$ cat src/rtl/doppler_if.sv
// rtl/doppler_if.sv - sample-in / sample-out handshake bundle for doppler_emulator
interface doppler_if #(
    parameter int InputLengthBits = 12
) ();
    logic signed [InputLengthBits-1:0] in_i;
    logic signed [InputLengthBits-1:0] in_q;
    logic                              in_valid;
    logic                              in_ready;
    logic signed [InputLengthBits-1:0] out_i;
    logic signed [InputLengthBits-1:0] out_q;
    logic                              out_valid;
    logic                              out_ready;

    modport master (
        output in_i, in_q, in_valid, out_ready,
        input  in_ready, out_i, out_q, out_valid
    );

    modport slave (
        input  in_i, in_q, in_valid, out_ready,
        output in_ready, out_i, out_q, out_valid
    );
endinterface

$ cat src/rtl/doppler_emulator.sv
// rtl/doppler_emulator.sv - complex frequency shifter with ramped frequency word, 3-stage pipeline
module doppler_emulator #(
    parameter int InputLengthBits = 12,
    parameter int PhaseBits       = 24,
    parameter int LutAddrBits     = 8,
    parameter int RateInterval    = 1024,
    parameter int FreqLimit       = 2**(PhaseBits-2)
) (
    input  logic                        clk,
    input  logic                        rst,
    doppler_if.slave                    s,
    input  logic signed [PhaseBits-1:0] freq_init,
    input  logic signed [PhaseBits-1:0] freq_rate,
    input  logic                        load,
    output logic signed [PhaseBits-1:0] freq_word
);
    localparam int W        = InputLengthBits;
    localparam int PW       = 2 * W;
    localparam int LutDepth = 2**LutAddrBits;
    localparam int CntBits  = $clog2(RateInterval + 1);

    localparam logic signed [PhaseBits:0] LIM  = (PhaseBits+1)'(FreqLimit);
    localparam logic signed [PhaseBits:0] NLIM = -LIM;
    localparam logic signed [PW:0]        MAXV = (PW+1)'((2**(W-1)) - 1);
    localparam logic signed [PW:0]        MINV = -(PW+1)'(2**(W-1));

    typedef logic signed [W-1:0] samp_t;

    // Table entries are elaborated from the exact rounding rule so any width pair works.
    function automatic samp_t lut_entry(input int k, input bit want_sin);
        real ang;
        real v;
        int  r;
        ang = 2.0 * 3.14159265358979323846 * real'(k) / real'(LutDepth);
        v   = real'((2**(W-1)) - 1) * (want_sin ? $sin(ang) : $cos(ang));
        r   = (v >= 0.0) ? $rtoi(v + 0.5) : -$rtoi(0.5 - v);
        return r[W-1:0];
    endfunction

    function automatic samp_t sat(input logic signed [PW:0] v);
        if (v > MAXV)      return MAXV[W-1:0];
        else if (v < MINV) return MINV[W-1:0];
        else               return v[W-1:0];
    endfunction

    samp_t cos_lut [LutDepth];
    samp_t sin_lut [LutDepth];

    for (genvar k = 0; k < LutDepth; k++) begin : g_lut
        assign cos_lut[k] = lut_entry(k, 1'b0);
        assign sin_lut[k] = lut_entry(k, 1'b1);
    end

    logic [PhaseBits-1:0]   phase;
    logic [CntBits-1:0]     ramp_cnt;
    logic                   adv;
    logic                   accept;
    logic [LutAddrBits-1:0] lut_idx;

    logic signed [PhaseBits:0]   fw_sum;
    logic signed [PhaseBits-1:0] fw_stepped;

    samp_t                s1_i, s1_q, s1_cos, s1_sin;
    logic                 s1_v;
    logic signed [PW-1:0] p_ic, p_qs, p_is, p_qc;
    logic                 s2_v;
    samp_t                out_i_r, out_q_r;
    logic                 out_valid_r;
    logic signed [PW:0]   sum_i, sum_q, sh_i, sh_q;

    // Every stage advances together; the only stall source is a held output.
    assign adv      = !(out_valid_r && !s.out_ready);
    assign accept   = s.in_valid && adv;
    assign lut_idx  = load ? '0 : phase[PhaseBits-1 -: LutAddrBits];

    assign s.in_ready  = adv;
    assign s.out_valid = out_valid_r;
    assign s.out_i     = out_i_r;
    assign s.out_q     = out_q_r;

    always_comb begin
        fw_sum     = {freq_word[PhaseBits-1], freq_word} + {freq_rate[PhaseBits-1], freq_rate};
        fw_stepped = fw_sum[PhaseBits-1:0];
        if (fw_sum > LIM)       fw_stepped = LIM[PhaseBits-1:0];
        else if (fw_sum < NLIM) fw_stepped = NLIM[PhaseBits-1:0];
    end

    always_comb begin
        sum_i = (PW+1)'(p_ic) - (PW+1)'(p_qs);
        sum_q = (PW+1)'(p_is) + (PW+1)'(p_qc);
        sh_i  = sum_i >>> (W - 1);
        sh_q  = sum_q >>> (W - 1);
    end

    // A load in the same cycle as an accept starts the new segment at phase 0 with that sample.
    always_ff @(posedge clk) begin
        if (rst) begin
            phase     <= '0;
            ramp_cnt  <= '0;
            freq_word <= '0;
        end else if (load) begin
            freq_word <= freq_init;
            ramp_cnt  <= '0;
            phase     <= accept ? freq_init : '0;
        end else if (accept) begin
            phase <= phase + freq_word;
            if (ramp_cnt == CntBits'(RateInterval - 1)) begin
                ramp_cnt  <= '0;
                freq_word <= fw_stepped;
            end else begin
                ramp_cnt <= ramp_cnt + 1'b1;
            end
        end
    end

    always_ff @(posedge clk) begin
        if (rst) begin
            s1_v        <= 1'b0;
            s2_v        <= 1'b0;
            out_valid_r <= 1'b0;
            out_i_r     <= '0;
            out_q_r     <= '0;
        end else if (adv) begin
            s1_v   <= s.in_valid;
            s1_i   <= s.in_i;
            s1_q   <= s.in_q;
            s1_cos <= cos_lut[lut_idx];
            s1_sin <= sin_lut[lut_idx];

            s2_v <= s1_v;
            p_ic <= PW'(s1_i) * PW'(s1_cos);
            p_qs <= PW'(s1_q) * PW'(s1_sin);
            p_is <= PW'(s1_i) * PW'(s1_sin);
            p_qc <= PW'(s1_q) * PW'(s1_cos);

            out_valid_r <= s2_v;
            if (s2_v) begin
                out_i_r <= sat(sh_i);
                out_q_r <= sat(sh_q);
            end
        end
    end
endmodule

$ cat src/flat_wrapper.sv
// flat-port wrapper written by rule: the top's interface ports become plain ports
module doppler_emulator_flat 
#(
    parameter int InputLengthBits = 12,
    parameter int PhaseBits       = 24,
    parameter int LutAddrBits     = 8,
    parameter int RateInterval    = 1024,
    parameter int FreqLimit       = 2**(PhaseBits-2)
)
  (clk, rst, freq_init, freq_rate, load, freq_word, s_in_i, s_in_q, s_in_valid, s_out_ready, s_in_ready, s_out_i, s_out_q, s_out_valid);
  doppler_if #(.InputLengthBits(InputLengthBits)) s_i ();
  input  logic clk;
  input  logic rst;
  input  logic signed [PhaseBits-1:0] freq_init;
  input  logic signed [PhaseBits-1:0] freq_rate;
  input  logic load;
  output logic signed [PhaseBits-1:0] freq_word;
  input wire logic [$bits(s_i.in_i)-1:0] s_in_i;
  input wire logic [$bits(s_i.in_q)-1:0] s_in_q;
  input wire logic [$bits(s_i.in_valid)-1:0] s_in_valid;
  input wire logic [$bits(s_i.out_ready)-1:0] s_out_ready;
  output wire logic [$bits(s_i.in_ready)-1:0] s_in_ready;
  output wire logic [$bits(s_i.out_i)-1:0] s_out_i;
  output wire logic [$bits(s_i.out_q)-1:0] s_out_q;
  output wire logic [$bits(s_i.out_valid)-1:0] s_out_valid;
  assign s_i.in_i = s_in_i;
  assign s_i.in_q = s_in_q;
  assign s_i.in_valid = s_in_valid;
  assign s_i.out_ready = s_out_ready;
  assign s_in_ready = s_i.in_ready;
  assign s_out_i = s_i.out_i;
  assign s_out_q = s_i.out_q;
  assign s_out_valid = s_i.out_valid;
  doppler_emulator #(.InputLengthBits(InputLengthBits), .PhaseBits(PhaseBits), .LutAddrBits(LutAddrBits), .RateInterval(RateInterval), .FreqLimit(FreqLimit)) u_core (.clk(clk), .rst(rst), .s(s_i), .freq_init(freq_init), .freq_rate(freq_rate), .load(load), .freq_word(freq_word));
endmodule
$ cat config.mk
export PLATFORM = sky130hd
export DESIGN_NAME = doppler_emulator_flat
export DESIGN_NICKNAME = d
export VERILOG_FILES = /design/src/rtl/doppler_if.sv /design/src/rtl/doppler_emulator.sv /design/src/flat_wrapper.sv
export SDC_FILE = /design/constraint.sdc
export NUM_CORES = 2
export LEC_CHECK = 0
export CAP_MARGIN = 20
export CORE_ASPECT_RATIO = 1.75
export CORE_UTILIZATION = 25
export CTS_BUF_LIST = sky130_fd_sc_hd__clkbuf_2 sky130_fd_sc_hd__clkbuf_4 sky130_fd_sc_hd__clkbuf_8
export DETAILED_ROUTE_END_ITERATION = 16
export HOLD_SLACK_MARGIN = 0.08
export MAX_ROUTING_LAYER = met4
export PLACE_DENSITY_LB_ADDON = 0.3
export REMOVE_ABC_BUFFERS = 1
export SYNTH_ARGS = -nofsm -noshare
export SYNTH_HDL_FRONTEND = slang
export SYNTH_SLANG_ARGS = --single-unit
$ cat constraint.sdc
create_clock -name clk -period 23.5 [get_ports clk]
set_input_delay 5.875 -clock clk [delete_from_list [all_inputs] [get_ports clk]]
set_output_delay 5.875 -clock clk [all_outputs]
set_load 0.01 [all_outputs]
==> reports/metrics.yaml <==
place.gp.congestion: 0.9270
period_share_pct: 56.35
final_util_pct: 28.32
power.clock.fraction_pct: 7.1
ir_drop_mv: 0.1721
firstDrtPassIters: 8
routed_via_density: 4.822
min_period_ps: 13240
setup_viol: 0
fin_tns_setup_ps: 0
cts_buffers: 47
fmax_ghz: 0.07551
worstPathArrival_ps: 7370
postSynthAreaPerCell_um2: 8.704
yosys_warnings: 0
cts_resized: 0
ys_ff_latch: 230
io_buffer_count: 126
start_util_pct: 25.21
yosys_most_used_dff: "edfxtp_1"
coreArea_mm2: 0.1454
cp_data_required_time_ps: 17620
numClockSinks: 230
drtIter0Drc: 1545
p_total_uw: 6932
grt_max_degree: 70
leakage_uw: 0.01877
relSlewSlack_pct: 24.80
hold_class: "flop to flop"
syn_to_final_growth_pct: 12.36
rsz0062_at_grt: "false"
yosysTopAreaCell: "fa_1"
power_density_mw_per_mm2: 168.4
ant_nets: 0
synth.top_cells.by_area: "fa_1 30%, edfxtp_1 12%, ha_1 11%"
path_common_cell: "clkdlybuf4s50_1"
status: "complete, no violations"
synth_cells: 4210
clk_latency_ps: 670
wl_per_cell_um: 18.40
switching_share_pct: 48.07
yosysUniqueCellTypes: 84
worstMarginPinSlew_ps: 1113
slew_violations: 0
cellInternalPower_uw: 3600
synth_edf_count: 144
wl_met2_mm: 61.33
cts_buffer_depth: 3
clk_pin_slew_ps: 60
critPathLaunchType: "input pin"
worst-r2r-setup-slack_ps: 16680
grt_use_total_pct: 15.97
rr_endpoint: "u_core.p_qs[23]$_DFFE_PP_"
cts_hold_buf: 0
io_pins: 127
async_flop_share_pct: 0
die_width_um: 291.4
wl_mm: 113.5
dp_hpwl_mm: 86.53
hp-start: "u_core.s1_v$_SDFFE_PP0N_"
root_buffer: "clkbuf_8"
antenna_found_initial: 3
synth_area_mm2: 0.03664
design.die.area_mm2: 0.1482
final_cells: 6168
nets: 5193
place_inst: 6073
rows: 185
endpoint_kind: "primary output"
cts_setup_buffers: 0
cp_slowest_stage_delay_ps: 520
drive_gt1_share_pct: 4.824
wl_met1_mm: 40.75
hold_path_depth: 2
grt_pass1_wl_mm: 177.6
crit_type: "input pin to primary output"
cp_max_fo: 6
comb_power_share_pct: 80.2
dr_wl_met3_mm: 4.456
cts_tree: "built"
yosysSeqAreaShare_pct: 16.50
first_global_vias: 31710
p_switching_uw: 3332
die_h_um: 508.5
r2r_cells: 21
p_seq_share_pct: 12.8
worstPathCellList: "clkdlybuf4s50_1 > nor2b_1 > inv_1 > clkdlybuf4s50_1"
num_vias: 29740
final_hold_viol_count: 0
hold_path_end: "u_core.s1_v$_SDFFE_PP0N_"
r2r-start: "u_core.s1_sin[1]$_DFFE_PP_"
topRoutingLayerUsed: "met4"
drc_errors: 0
slowest_stage: "clkdlybuf4s50_1"
h-tree-depth: 2
drv_cap: 0
synth.top_cell.area_share_pct: 30.27
overflow: 0
finClkSkew_ps: 52.58
==> cells in the mapped netlist, types with 12 or more instances <==
| library cell | number |
|---|---|
| o31ai_1 | 12 |
| edfxtp_1 | 144 |
| a31oi_1 | 43 |
| nand2b_1 | 36 |
| o211ai_1 | 27 |
| o22ai_1 | 19 |
| dfxtp_1 | 86 |
| or3_1 | 14 |
| fa_1 | 554 |
| o2bb2ai_1 | 16 |
| and3_1 | 18 |
| a311oi_1 | 12 |
| xnor2_1 | 116 |
| o21ai_0 | 152 |
| nand2_1 | 555 |
| nor2b_1 | 22 |
| mux2i_1 | 14 |
| nand4_1 | 16 |
| buf_1 | 17 |
| a211oi_1 | 42 |
| xor2_1 | 36 |
| and2_1 | 202 |
| nor3_1 | 41 |
| ha_1 | 310 |
| nand3_1 | 58 |
| a21oi_1 | 233 |
| o21a_1 | 22 |
| a221oi_1 | 12 |
| a21o_1 | 29 |
| nor2_1 | 265 |
| clkbuf_1 | 188 |
| inv_1 | 728 |
==> metrics by stage <==
| step | hold WS [ps] | instance area (um2) | worst slack [ps] |
|---|---|---|---|
| 2_1_floorplan | 430.5 | 35810 | 10920 |
| 3_3_place_gp | 450.5 | 40020 | 10250 |
| 3_5_place_dp | 448.8 | 40070 | 10270 |
| 4_1_cts | 461.4 | 41160 | 10260 |
| 5_1_grt | 496.6 | 41170 | 10170 |
| 6_report | 463.0 | 41170 | 10260 |
==> registers in the layout (all words and copies together), names as in the netlist <==
| name | flops |
|---|---|
| u_core.s.out_i | 12 |
| u_core.freq_word | 24 |
| u_core.s1_v | 1 |
| u_core.s1_sin | 12 |
| u_core.phase | 24 |
| u_core.s1_cos | 12 |
| u_core.s.out_q | 12 |
| u_core.p_is | 24 |
| u_core.p_ic | 24 |
| u_core.s1_i | 12 |
| u_core.s1_q | 12 |
| u_core.p_qs | 24 |
| u_core.p_qc | 24 |
| u_core.s2_v | 1 |
| u_core.s.out_valid | 1 |
| u_core.ramp_cnt | 11 |
==> placed cells by master, fill, tap and decap left out, drive strengths merged, types with 124 or more instances in the layout <==
master         count
and2             204
edfxtp           144
ha               310
nand2            555
o21ai            153
inv              728
a21oi            234
clkdlybuf4s50    124
fa               554
nor2             265
==> layer usage <==
metal  up-vias  GRT usage [%]
met4         0          8.801
met3       258          1.593
met2       774          30.02
li1      13680              -
met5         -              -
met1     15030          16.06
==> worst max-delay path, delay by kind of cell <==
kind / cells / cell delay, ps
AND/OR/NAND/NOR: 1 / 380
buffers and inverters: 3 / 1100
==> worst max-delay path by stage <==
stage                     start                        to  slack [ps]
floorplan           s_out_ready  u_core.p_ic[0]$_DFFE_PP_       10920
global placement    s_out_ready                s_in_ready       10250
detailed placement  s_out_ready                s_in_ready       10270
CTS                 s_out_ready                s_in_ready       10260
global route        s_out_ready                s_in_ready       10170
finish              s_out_ready                s_in_ready       10260
==> cells by family (layout without fill, tap and decap cells) <==
logic type / count (synthesis) / count (layout) / synth area share [%]
AO/OA/AOI/OAI: 737 / 737 / 12.95
XOR/XNOR: 152 / 152 / 3.633
adder cells (fa/ha/maj): 864 / 864 / 40.85
buffers and inverters: 947 / 1028 / 9.776
flip-flops: 230 / 230 / 16.50
multiplexers: 19 / 19 / 0.5975
other: 0 / 7 / 0
AND/OR/NAND/NOR: 1261 / 1261 / 15.69
==> final cells by class <==
cell class | instances | area, um2
fill | 15590 | 104200
multi-input combinational | 3033 | 27040
sequential | 230 | 6047
inverter | 732 | 2748
tap | 1870 | 2340
timing repair buffer | 208 | 1891
clock buffer | 63 | 798.3
clock inverter | 25 | 287.8
antenna | 7 | 17.52
==> power groups by stage <==
| stage | logic (uW) | registers [uW] | clock network, uW |
|---|---|---|---|
| after global routing | 6360 | 894 | 527 |
| after floorplan | 4320 | 907 | 0 |
| after detailed placement | 5600 | 896 | 0 |
| after global placement | 5550 | 895 | 0 |
| after CTS | 5650 | 888 | 509 |
| final | 5560 | 885 | 489 |
Power figures use the tool's default switching activity.
